--- src/rtl/inst_fetch_pkg.sv ---
// Shared constants and state encoding for the instruction fetch unit.
package inst_fetch_pkg;

    localparam int unsigned INST_RAM_WIDTH = 16;
    localparam int unsigned INST_W         = 32;

    typedef enum logic [1:0] {
        S_GAP   = 2'd0,
        S_REQ   = 2'd1,
        S_STALL = 2'd2
    } fetch_state_e;

endpackage

--- src/rtl/inst_fetch.sv ---
// Instruction-RAM read initiator: owns the PC, issues reads, buffers one
// instruction for the core, and handles redirects and read timeouts.
module inst_fetch
    import inst_fetch_pkg::*;
#(
    parameter int unsigned ADDR_W   = INST_RAM_WIDTH,
    parameter int unsigned RESET_PC = 0,
    parameter int unsigned TIMEOUT  = 15
) (
    input  logic              clk,
    input  logic              clrn,
    input  logic              fetch_en,
    input  logic              redirect,
    input  logic [ADDR_W-1:0] redirect_pc,
    output logic              re,
    output logic [ADDR_W-1:0] read_addr,
    input  logic [INST_W-1:0] read_data,
    input  logic              read_finished,
    output logic              inst_valid,
    output logic [INST_W-1:0] inst,
    output logic [ADDR_W-1:0] inst_pc,
    input  logic              inst_ready,
    output logic              fetch_err
);

    localparam int unsigned CNT_W = (TIMEOUT < 2) ? 1 : $clog2(TIMEOUT + 1);

    fetch_state_e      state_q, state_d;
    logic [ADDR_W-1:0] pc_q, pc_d;
    logic [CNT_W-1:0]  cnt_q, cnt_d;
    logic [INST_W-1:0] inst_q, inst_d;
    logic [ADDR_W-1:0] inst_pc_q, inst_pc_d;
    logic              valid_q, valid_d;
    logic              err_q, err_d;
    logic              re_q;

    logic accept_c;
    logic space_c;

    assign accept_c = valid_q && inst_ready;
    assign space_c  = !valid_q || accept_c;

    // Next-state logic; redirect outranks everything except a stalled unit.
    always_comb begin
        state_d   = state_q;
        pc_d      = pc_q;
        cnt_d     = cnt_q;
        inst_d    = inst_q;
        inst_pc_d = inst_pc_q;
        valid_d   = valid_q;
        err_d     = err_q;

        if (accept_c) begin
            valid_d = 1'b0;
        end

        if (state_q == S_STALL) begin
            state_d = S_STALL;
        end else if (redirect) begin
            pc_d    = redirect_pc & ~ADDR_W'(3);
            state_d = S_GAP;
            cnt_d   = '0;
            valid_d = 1'b0;
        end else begin
            case (state_q)
                S_GAP: begin
                    if (fetch_en && space_c) begin
                        state_d = S_REQ;
                    end
                end
                S_REQ: begin
                    if (read_finished) begin
                        inst_d    = read_data;
                        inst_pc_d = pc_q;
                        valid_d   = 1'b1;
                        pc_d      = pc_q + ADDR_W'(4);
                        state_d   = S_GAP;
                        cnt_d     = '0;
                    end else if (cnt_q == CNT_W'(TIMEOUT)) begin
                        err_d   = 1'b1;
                        state_d = S_STALL;
                    end else begin
                        cnt_d = cnt_q + CNT_W'(1);
                    end
                end
                default: state_d = S_GAP;
            endcase
        end
    end

    always_ff @(posedge clk or negedge clrn) begin
        if (!clrn) begin
            state_q   <= S_GAP;
            pc_q      <= ADDR_W'(RESET_PC);
            cnt_q     <= '0;
            inst_q    <= '0;
            inst_pc_q <= '0;
            valid_q   <= 1'b0;
            err_q     <= 1'b0;
            re_q      <= 1'b0;
        end else begin
            state_q   <= state_d;
            pc_q      <= pc_d;
            cnt_q     <= cnt_d;
            inst_q    <= inst_d;
            inst_pc_q <= inst_pc_d;
            valid_q   <= valid_d;
            err_q     <= err_d;
            re_q      <= (state_d == S_REQ);
        end
    end

    // PC only moves outside S_REQ, so it doubles as a stable read address.
    assign re         = re_q;
    assign read_addr  = pc_q;
    assign inst_valid = valid_q;
    assign inst       = inst_q;
    assign inst_pc    = inst_pc_q;
    assign fetch_err  = err_q;

endmodule

--- config.mk ---
export PLATFORM = sky130hd
export DESIGN_NAME = inst_fetch
export DESIGN_NICKNAME = d
export VERILOG_FILES = /design/src/rtl/inst_fetch_pkg.sv /design/src/rtl/inst_fetch.sv
export SDC_FILE = /design/constraint.sdc
export NUM_CORES = 1
export LEC_CHECK = 0
export ABC_AREA = 0
export CORE_MARGIN = 4
export CORE_UTILIZATION = 45
export CTS_CLUSTER_DIAMETER = 200
export CTS_CLUSTER_SIZE = 24
export DETAILED_ROUTE_END_ITERATION = 8
export PLACE_DENSITY = 0.82
export SYNTH_ARGS = -nofsm -noshare
export SYNTH_HDL_FRONTEND = slang
export SYNTH_SLANG_ARGS = --single-unit
export TNS_END_PERCENT = 20
--- constraint.sdc ---
create_clock -name clk -period 2.45 [get_ports clk]
set_input_delay 0.3675 -clock clk [delete_from_list [all_inputs] [get_ports clk]]
set_output_delay 0.3675 -clock clk [all_outputs]
set_load 0.005 [all_outputs]
# == Word-level counts from Yosys, hierarchy flattened ==
# Index checks and enable logic that the tools add are counted.
# totals
word_cells,47
reg_bits,73
in_bits,54
# classes
n_reduce_logical,11
eq_ne,5
muxes,18
bitwise_logic,3
n_addsub,2
# ops
op,count
$mux 16,3
$add 16x3->16 const B,1
$mux 4,4
$mux 2,5
$reduce_and 3->1,2
$mux 1,5
$reduce_and 5->1,1
$add 4x1->4 const B,1
$eq 2x1->1 const B,2
$eq 4x4->1 const B,1
$pmux 2 s2,1
$reduce_and 4->1,1
$reduce_bool 2->1,2
$ne 3x3->1 const B,1
$not 1->1,3
$eq 2x2->1 const B,1
$logic_and 1x1->1,2
$logic_not 2->1,1
$logic_not 1->1,1
$logic_or 1x1->1,1

# == Longest topological paths before layout ==
# Gate-level depths: netlist of run 1.
# depth
word_depth,8
depth_mapped,7
mapped_depth_nobuf,5

# == Least setup slack after synthesis of run 1 ==
# Ideal clock, no wire load.
# synth_timing
path_kind,reg2reg
from,register cnt_q[0]
to,register cnt_q[3]
required_time_ns,2.372
stages_incl_launch_ff,6
arrival_time_ns,1.462
path_buffers,0
slack_ns,0.910
path_cell_list,dfrtp_1 -> ha_1 -> and3_1 -> a22o_1 -> or3_1 -> a21oi_1
# synth_via
elab_chain_len,5
elab_cells_between_ends,8
classes_between,1 x add/sub; 2 x eq/ne; 4 x mux; 1 x reduce/logical
# synth_rtl
item,line_no,source
from (decl),inst_fetch.sv:30,"logic [CNT_W-1:0] cnt_q, cnt_d;"
from (signal assigned),inst_fetch.sv:104,cnt_q <= cnt_d;
$add 4x1->4,inst_fetch.sv:83,cnt_d = cnt_q + CNT_W'(1);
$mux 4,inst_fetch.sv:79,end else if (cnt_q == CNT_W'(TIMEOUT)) begin
$mux 4,inst_fetch.sv:72,if (read_finished) begin
$mux 4,inst_fetch.sv:65,case (state_q)
$mux 4,inst_fetch.sv:59,end else if (redirect) begin
# Several ways; a longest one is shown, not always the timed one. The select of a mux whose other input is x is not followed.
# A chain may end at the register's enable or synchronous reset.

# == Worst setup path in the final report of run 1 ==
# layout_timing
from,"register pc_q[11], in the netlist read_addr[11]"
to,output port read_addr[11]
# layout_lines
item,line_no,source
from (decl),inst_fetch.sv:29,"logic [ADDR_W-1:0] pc_q, pc_d;"
from (signal assigned),inst_fetch.sv:94,pc_q <= ADDR_W'(RESET_PC);
from (signal assigned),inst_fetch.sv:103,pc_q <= pc_d;
to (decl),inst_fetch.sv:16,"output logic [ADDR_W-1:0] read_addr,"
# No word-level cell between the ends.

==> impl_results.md, run 1 <==
- Clock tree buffer depth: 2
- Die W: 91.4 um
- CTS buffer count: 9
- YS warnings: 0
- DR DRC count: 0
- Fin util: 0.671
- Hold Fails Final Rpt: 0
- WS Path Type: reg -> out
- Critical path peak fanout: 8
- Worst Setup End Kind: output pin
- Overall die height: 91.4 um
- Pin count of the biggest net entering global routing: 48
- Total Die Area: 0.00836 mm2
- Routed WL per cell: 14.5 um
- Commonest non-fill, non-tap cell in the layout: nand2_1
- Share of post-route cells with drive strength above 1: 0.0526
- Period minus WS final: 1.79 ns
- Final WL: 8300 um
- Overall Global Routing Usage: 0.201
- Worst Tran Pin Value: 0.564 ns
- Vias in the first global route: 2785
- CP top delay family: buffers and inverters
- Most frequent cells in the layout: 145 x nand2_1, 113 x clkdlybuf4s50_1, 69 x dfrtp_1, 18 x a21oi_1, 18 x o21ai_0
- Synth Flop Type: dfrtp_1
- Number of distinct library cells after synthesis: 45
- Final cycle utilization of the critical path: 0.730
- Post-Syn Area: 0.00313 mm2
- Sequential area share after synthesis: 0.551
- Clock Pin Slew Worst Setup and Hold Paths: 0.08 ns
- Final RePlAce weighted congestion: 0.792
- Final setup fails: 0
- Syn_area_per_cell: 8.70 um2
- Root Buffer: clkbuf_8
- Status: finished clean
- Post-route setup slack: 0.660 ns
- CTS tree: built
- Crit path required time: 2.08 ns
- Detail Route Antenna Nets: 0
- CP max-delay cell: clkdlybuf4s50_1
- PwrDens: 789 mW/mm2
- Placeable Area: 0.00679 mm2
- Layout area overhead: 45.6%
- Crit path launch type: flop
- Total power draw: 0.00360 W
- Worst IR drop on VDD: 0.000427 V
- Nets: 526
- CP Cell Sequence: clkdlybuf4s50_1
- Max_slew headroom: 0.624
- Vias: 2888
- RSZ-0062 raised after global routing: no
- Final HPWL DP: 5810 um
- IO buf count: 114
- Pleak: 2.08 nW
- Grt ovf: 0
- Critical path buffer and inverter count: 1
- Synth Instances: 360
- Share of async-settable or async-resettable flops after synthesis: 1.00
- Setup Skew: 0.00729 ns
- CTS resizes: 0
- Max Freq: 0.559 GHz
- Area leader, netlist: dfrtp_1
- DR iter-0 viols: 97
- Num ports: 121
- Hold Buf Count CTS: 0
- Top cells by area, synth: dfrtp_1 55%, nand2_1 17%, a21oi_1 2.9%
- Num rows: 30
- Synthesized flop and latch total: 69
- Vias per cell: 5.06
- Slowest Stage Delay on Critical Path: 0.57 ns
- Min-delay worst type: in -> async
- First-pass GRT wire length: 13500 um
- Initial antenna violation count: 0
- Clock sink count: 69
- Synth top area share: 0.551
- Max-slew violation count: 0
- Pre-Repair DR Iteration Count: 4
- H-tree level count: 3
- MaxCap Viol Count: 0
- Worst EP arrival: 1.42 ns
- Setup repair bufs after CTS: 0
- N_diodes: 0
- Skew-Pair Late Insertion Delay: 0.34 ns
- Initial Util: 0.461
- Place WS: 0.418 ns
- Number of synthesized flops with an enable pin: 0
- TNS Setup: 0 ns
## synth_stat cells, drive strengths merged, types with 3 or more instances
cell type,n
nand2,145
dfrtp,69
o21ai,19
a21oi,18
buf,15
nor2,14
clkbuf,9
nand3,8
inv,6
nand2b,6
a211oi,4
nand4,4
nor3,4
nor4,3
o311ai,3
or3,3
## area by class of cell
cell class / instances / area, um2
Tap cell: 96 / 120
Clock inverter: 4 / 47.5
Fill cell: 564 / 2230
Multi-Input combinational cell: 264 / 1290
Inverter: 6 / 22.5
Timing Repair Buffer: 120 / 1210
Sequential cell: 69 / 1730
Clock buffer: 12 / 145
## where the power goes
group          switching [W]  total (W)  internal, W
combinational       0.000399    0.00106     0.000663
clock               0.000423   0.000919     0.000496
sequential          0.000210    0.00162      0.00141
## flip-flops by register name, indices dropped and copies added (netlist names)
signal,cells
cnt_q,4
re,1
inst_pc,14
inst,32
state_q,2
read_addr,14
fetch_err,1
inst_valid,1
## cells by family (layout without fill, tap and decap cells)
| logic type | count (synthesis) | after routing | share of synthesized area |
|---|---|---|---|
| adders and majority gates | 2 | 2 | 0.00799 |
| other | 1 | 4 | 0.00120 |
| AOI/OAI and AO/OA | 59 | 59 | 0.120 |
| xor gates and xnor gates | 1 | 1 | 0.00280 |
| DFF | 69 | 69 | 0.551 |
| and+or+nand+nor | 197 | 197 | 0.270 |
| buffers and inverters | 30 | 142 | 0.0443 |
| muxes | 1 | 1 | 0.00320 |
## layer usage
| layer | part of all wire | global-route usage |
|---|---|---|
| met1 | 0.46 | 0.261 |
| met2 | 0.47 | 0.321 |
| met3 | 0.064 | 0.0481 |
| met4 | 0.013 | 0.0804 |
| met5 | 0 | 0 |
## stage by stage
stage / std cells / instance area, um2 / hold slack, ns
final: 571 / 4560 / 0.0250
after global routing: 571 / 4560 / 0.0444
after CTS: 571 / 4560 / 0.0201
after detailed placement: 555 / 4370 / 0.396
after global placement: 555 / 4370 / 0.386
after floorplan: 363 / 3140 / 0.0719
## final timing paths
| path | slack [ns] | start | depth (start not counted) | endpoint |
|---|---|---|---|---|
| max | 0.66 | read_addr[11]$_DFFE_PN0P_ | 1 | read_addr[11] |
| min | 0.03 | clrn | 2 | inst[0]$_DFFE_PN0P_ |
| max reg2reg | 0.76 | cnt_q[0]$_DFFE_PN0P_ | 5 | cnt_q[3]$_DFFE_PN0P_ |
| min reg2reg | 0.47 | fetch_err$_DFFE_PN0P_ | 1 | fetch_err$_DFFE_PN0P_ |
| max in group asynchronous | 1.94 | clrn | 2 | inst[21]$_DFFE_PN0P_ |
| min in group clk | 0.47 | fetch_err$_DFFE_PN0P_ | 1 | fetch_err$_DFFE_PN0P_ |
(Power assumes the default switching activity.)
==> inputs of run 2 (changes only) <==
--- a/config.mk
+++ b/config.mk
@@ -7,11 +7,11 @@
 export LEC_CHECK = 0
 export ABC_AREA = 0
 export CORE_MARGIN = 4
-export CORE_UTILIZATION = 45
+export CORE_UTILIZATION = 40
 export CTS_CLUSTER_DIAMETER = 200
 export CTS_CLUSTER_SIZE = 24
 export DETAILED_ROUTE_END_ITERATION = 8
-export PLACE_DENSITY = 0.82
+export PLACE_DENSITY = 0.77
 export SYNTH_ARGS = -nofsm -noshare
 export SYNTH_HDL_FRONTEND = slang
 export SYNTH_SLANG_ARGS = --single-unit
==> constraint.sdc (replaced) <==
create_clock -name clk -period 1.5 [get_ports clk]
set_input_delay 0.225 -clock clk [delete_from_list [all_inputs] [get_ports clk]]
set_output_delay 0.225 -clock clk [all_outputs]
set_load 0.005 [all_outputs]
==> impl_results.md, run 2 (same netlist as run 1, synthesis figures left out) <==
- Status: finished clean
- Final WL: 9020 um (+8.7%)
- Root Buffer: clkbuf_8
- Overall die height: 96.5 um (+5.5%)
- Place WS: -0.326 ns (-0.744 ns)
- Commonest non-fill, non-tap cell in the layout: nand2_1
- DR DRC count: 0 (unchanged)
- Vias: 3116 (+7.9%)
- RR Startpoint: read_addr[2]$_DFFE_PN0P_
- Final HPWL DP: 6740 um (+16%)
- Cell Int Power: 0.00418 W (+63%)
- Critical path peak fanout: 4 (-4)
- Routed WL per cell: 14.5 um (-0.21%)
- PwrDens: 1190 mW/mm2 (+51%)
- MaxCap Viol Count: 0 (unchanged)
- Vias per cell: 5.01 (-0.95%)
- Switching share of total power: 0.303 (+0.0165)
- Worst Setup SP: read_addr[2]$_DFFE_PN0P_
- Initial antenna violation count: 0 (unchanged)
- Worst Setup End Kind: flop
- Crit path launch type: flop
- Grt ovf: 0 (unchanged)
- CTS tree: built
- Crit path required time: 1.72 ns (-0.36 ns)
- Reg power frac: 0.428 (-0.022)
- Most frequent cells in the layout: 145 x nand2_1, 90 x clkdlybuf4s50_1, 67 x dfrtp_1, 39 x buf_4
- Largest register FFs: 32 (unchanged)
- Pre-Repair DR Iteration Count: 5 (+1)
- Total power draw: 0.00600 W (+67%)
- Worst IR drop on VDD: 0.000553 V (+30%)
- Overall Global Routing Usage: 0.197 (-0.00321)
- CTS buffer count: 9 (unchanged)
- Total Die Area: 0.00931 mm2 (+11%)
- Fin Hold WS: 0.370 ns (+0.345 ns)
- Final cycle utilization of the critical path: 0.991
- Clock tree buffer depth: 2 (unchanged)
- Comb pwr share: 0.339 (+0.044)
- R2R cell count: 6 (+1)
- Period minus WS final: 1.49 ns
- H-tree level count: 3 (unchanged)
- Clock Pin Slew Worst Setup and Hold Paths: 0.08 ns (about the same)
- Nets: 571 (+8.6%)
- Post-route setup slack: 0.0138 ns (-0.647 ns)
- WS Path Type: reg -> reg
- Setup Skew: 0.00685 ns (-0.000434 ns)
- IO buf count: 114 (unchanged)
- DR iter-0 viols: 167 (+72%)
- Clock power share: 0.233 (-0.022)
- Layout area overhead: 60.7%
- Pin count of the biggest net entering global routing: 33 (-31%)
- Share of post-route cells with drive strength above 1: 0.165 (+0.113)
- Placeable Area: 0.00769 mm2 (+13%)
- Clock sink count: 69 (unchanged)
- Num ports: 121 (unchanged)
- First-pass GRT wire length: 14100 um (+4.1%)
- Min-delay worst type: in -> async
- Initial Util: 0.408 (-0.0536)
- Num rows: 32 (+6.7%)
- Die W: 96.5 um (+5.5%)
- Final setup fails: 0 (unchanged)
- N_diodes: 0 (unchanged)
- Pleak: 2.45 nW (+17%)
- Vias in the first global route: 2935 (+5.4%)
- Worst EP arrival: 1.70 ns (+0.28 ns)
- Max Freq: 0.673 GHz
- Max-slew violation count: 0 (unchanged)
- Final RePlAce weighted congestion: 0.824 (+4.1%)
- Hold Fails Final Rpt: 0 (unchanged)
- Skew-Pair Late Insertion Delay: 0.35 ns (about the same)
- Switching pwr: 0.00182 W (+76%)
- Detail Route Antenna Nets: 0 (unchanged)
- Final Cell Area: 0.00504 mm2 (+10%)
- RSZ-0062 raised after global routing: yes
- DP Area: 0.00469 mm2 (+7.4%)
-- run 2: worst paths after layout --
| check | end | slack, ns |
|---|---|---|
| worst max-delay path | read_addr[14]$_DFFE_PN0P_ | 0.01 |
| max in group asynchronous | state_q[0]$_DFF_PN0_ | 0.58 |
| worst min register to register | fetch_err$_DFFE_PN0P_ | 0.48 |
| min in group clk | inst[17]$_DFFE_PN0P_ | 0.40 |
| worst min-delay path | inst_pc[9]$_DFFE_PN0P_ | 0.37 |
| worst max register to register | read_addr[14]$_DFFE_PN0P_ | 0.01 |
-- run 2: what timing repair did --
| action | CTS | global route |
|---|---|---|
| hold endpoints to repair | 15 | 0 |
| endpoints found under the setup margin | 14 | 64 |
| hold buffers | 1 | 0 |
| setup buffers | 4 | 2 |
| cloned | 0 | 0 |
| gates resized for setup | 18 | 29 |
| pin swaps | 0 | 10 |
-- run 2: area by class of cell --
class                           count  area (um2)
Clock buffer                       10         138
Clock inverter                      6        47.5
Fill cell                         628        2650
Inverter                            6        22.5
Multi-Input combinational cell    264        1360
Sequential cell                    69        1730
Tap cell                          102         128
Timing Repair Buffer              165        1610
-- run 2: power groups by stage --
stage / combinational, W / sequential (W) / clock (W)
2_1_floorplan: 0.000537 / 0.00265 / 0
5_1_grt: 0.00225 / 0.00262 / 0.00153
4_1_cts: 0.00203 / 0.00257 / 0.00144
3_5_place_dp: 0.00201 / 0.00260 / 0
3_3_place_gp: 0.00196 / 0.00258 / 0
6_report: 0.00203 / 0.00257 / 0.00140
-- run 2: per-layer routing --
layer  vias up  routed length [um]  track usage
met5         -                   0            0
met4         0                  89       0.0736
met3        10                 790       0.0527
met2       119                4340        0.318
met1      1476                3800        0.255
li1       1511                   -            -
-- run 2: per-stage QoR --
| stage | cells | utilization | setup TNS, ns |
|---|---|---|---|
| 2_1_floorplan | 363 | - | 0 |
| 3_3_place_gp | 599 | 0.611 | -15.71 |
| 3_5_place_dp | 599 | 0.611 | -17.61 |
| 4_1_cts | 620 | 0.640 | -0.0796 |
| 5_1_grt | 622 | 0.655 | -0.197 |
| 6_report | 622 | 0.655 | 0 |
-- run 2: worst max-delay path, stage by stage, from the launching register on --
cell and delay (ns):
dfrtp_1 0.37, buf_6 0.13, ha_4 0.13, nand4_1 0.23, nor3_2 0.28, buf_4 0.15, o311ai_2 0.07
==> inputs of run 3 (changes only) <==
--- a/config.mk
+++ b/config.mk
@@ -7,11 +7,11 @@
 export LEC_CHECK = 0
 export ABC_AREA = 0
 export CORE_MARGIN = 4
-export CORE_UTILIZATION = 40
+export CORE_UTILIZATION = 35
 export CTS_CLUSTER_DIAMETER = 200
 export CTS_CLUSTER_SIZE = 24
 export DETAILED_ROUTE_END_ITERATION = 8
-export PLACE_DENSITY = 0.77
+export PLACE_DENSITY = 0.69
 export SYNTH_ARGS = -nofsm -noshare
 export SYNTH_HDL_FRONTEND = slang
 export SYNTH_SLANG_ARGS = --single-unit
==> impl_results.md, run 3 (same netlist as run 1, synthesis figures left out) <==
- Status: complete, but fails checks
- Failing checks: setup timing
- RR Startpoint: cnt_q[0]$_DFFE_PN0P_
- Vias in the first global route: 3094 (+5.4%)
- Slowest Stage Delay on Critical Path: 0.39 ns (+0.02 ns)
- CP max-delay cell: dfrtp_1
- Skew-Pair Late Insertion Delay: 0.34 ns (about the same)
- Num ports: 121 (unchanged)
- WS Path Type: reg -> reg
- Nets: 566 (-0.88%)
- Clock Pin Slew Worst Setup and Hold Paths: 0.08 ns (about the same)
- Share of post-route cells with drive strength above 1: 0.151 (-0.0139)
- Overall Global Routing Usage: 0.176 (-0.0215)
- Largest register FFs: 32 (unchanged)
- Most frequent cells in the layout: 145 x nand2_1, 94 x clkdlybuf4s50_1, 67 x dfrtp_1, 35 x buf_4, 17 x a21oi_1
- Setup Skew: 0.0100 ns (+0.00318 ns)
- FF-to-FF End: cnt_q[3]$_DFFE_PN0P_
- Final WL: 9190 um (+1.9%)
- Final HPWL DP: 6720 um (-0.36%)
- CTS buffer count: 9 (unchanged)
- Period minus WS final: 1.50 ns (+0.0162 ns)
- Pre-Repair DR Iteration Count: 4 (-1)
- Detail Route Antenna Nets: 0 (unchanged)
- Grt ovf: 0 (unchanged)
- Num rows: 34 (+6.3%)
- CTS tree: built
- MaxCap Viol Count: 0 (unchanged)
- Max Freq: 0.666 GHz (-1.1%)
- Crit path launch type: flop
- Min-delay worst type: in -> async
- Max-slew violation count: 0 (unchanged)
- Pin count of the biggest net entering global routing: 43 (+30%)
- Pleak: 2.40 nW (-1.9%)
- FF-to-FF setup slack: -0.002 ns (-0.02 ns)
- DR DRC count: 0 (unchanged)
- Worst Setup End Kind: flop
- Die W: 103 um (+6.3%)
- Routed WL per cell: 14.8 um (+1.7%)
- CP Cell Sequence: ha_2, and3_4, a22o_1, or3_4, a21oi_2
- Final setup fails: 1 (+1)
- Overall die height: 103 um (+6.3%)
- Crit path required time: 1.77 ns (+0.05 ns)
- Vias per cell: 4.92 (-1.8%)
- Clock sink count: 69 (unchanged)
- Vias: 3066 (-1.6%)
- Critical path peak fanout: 4 (unchanged)
- First-pass GRT wire length: 14700 um (+4.3%)
- H-tree level count: 3 (unchanged)
- Worst IR drop on VDD: 0.000560 V (+1.3%)
- Worst EP arrival: 1.77 ns (+0.07 ns)
- Root Buffer: clkbuf_8
- N_diodes: 0 (unchanged)
- Place WS: -0.317 ns (+0.00915 ns)
- Initial antenna violation count: 0 (unchanged)
- RSZ-0062 raised after global routing: yes
- R2R cell count: 5 (-1)
- Total Die Area: 0.0105 mm2 (+13%)
- DR iter-0 viols: 102 (-39%)
- CP top delay family: simple AND/OR/NAND/NOR gates
- PwrDens: 1280 mW/mm2 (+7.3%)
- Placeable Area: 0.00872 mm2 (+13%)
- Fin Hold WS: 0.345 ns (-0.0251 ns)
- IO buf count: 114 (unchanged)
- Hold Fails Final Rpt: 0 (unchanged)
- Critical path buffer and inverter count: 0 (-2)
- Final cycle utilization of the critical path: 1.00 (+0.0108)
- WP depth: 5 (-1)
- Post-route setup slack: -0.00240 ns (-0.0162 ns)
- Layout area overhead: 61.0%
- Commonest non-fill, non-tap cell in the layout: nand2_1
- Clock tree buffer depth: 2 (unchanged)
- Initial Util: 0.359 (-0.0483)
- Final RePlAce weighted congestion: 0.817 (-0.96%)
[run 3: cell type report]
class                      count  area [um2]
clock inverter                 5         108
timing repair buffer         160        1560
sequential                    69        1730
tap                          108         135
fill                         769        3680
clock buffer                  11         141
multi-input combinational    264        1350
inverter                       6        22.5
[run 3: power breakdown]
part           switching (W)  internal [W]
logic               0.000797       0.00120
registers           0.000269       0.00230
clock network       0.000719       0.00116
[run 3: worst max path at each step]
stage                         startpoint                   endpoint  slack (ns)
floorplan           cnt_q[1]$_DFFE_PN0P_       cnt_q[3]$_DFFE_PN0P_       0.005
CTS                 cnt_q[1]$_DFFE_PN0P_       cnt_q[3]$_DFFE_PN0P_       -0.04
detailed placement              redirect   read_addr[8]$_DFFE_PN0P_       -0.32
global route        cnt_q[1]$_DFFE_PN0P_       cnt_q[3]$_DFFE_PN0P_       -0.06
global placement                redirect  read_addr[12]$_DFFE_PN0P_       -0.24
finish              cnt_q[0]$_DFFE_PN0P_       cnt_q[3]$_DFFE_PN0P_      -0.002
[run 3: metal layers]
layer | vias up | track usage | share of wire
li1 | 1494 | - | -
met5 | - | 0 | 0
met2 | 112 | 0.293 | 0.47
met3 | 11 | 0.0480 | 0.082
met1 | 1449 | 0.229 | 0.43
met4 | 0 | 0.0404 | 0.011
[run 3: what timing repair did]
action                     in CTS  in global routing
setup buffers                   1                  3
pin swaps                       0                 10
hold buffers                    1                  0
setup endpoints to repair      15                 56
hold endpoints to repair       27                  0
gates resized for setup        19                 24
[run 3: stage by stage]
step	TNS (ns)	area [um2]	power, W	instances	utilization
finish	-0.00240	5040	0.00645	623	0.578
global placement	-13.78	4680	0.00455	602	0.537
detailed placement	-16.19	4680	0.00461	602	0.537
global route	-0.136	5040	0.00688	623	0.578
floorplan	0	3150	0.00319	363	-
CTS	-0.0367	4950	0.00650	620	0.567
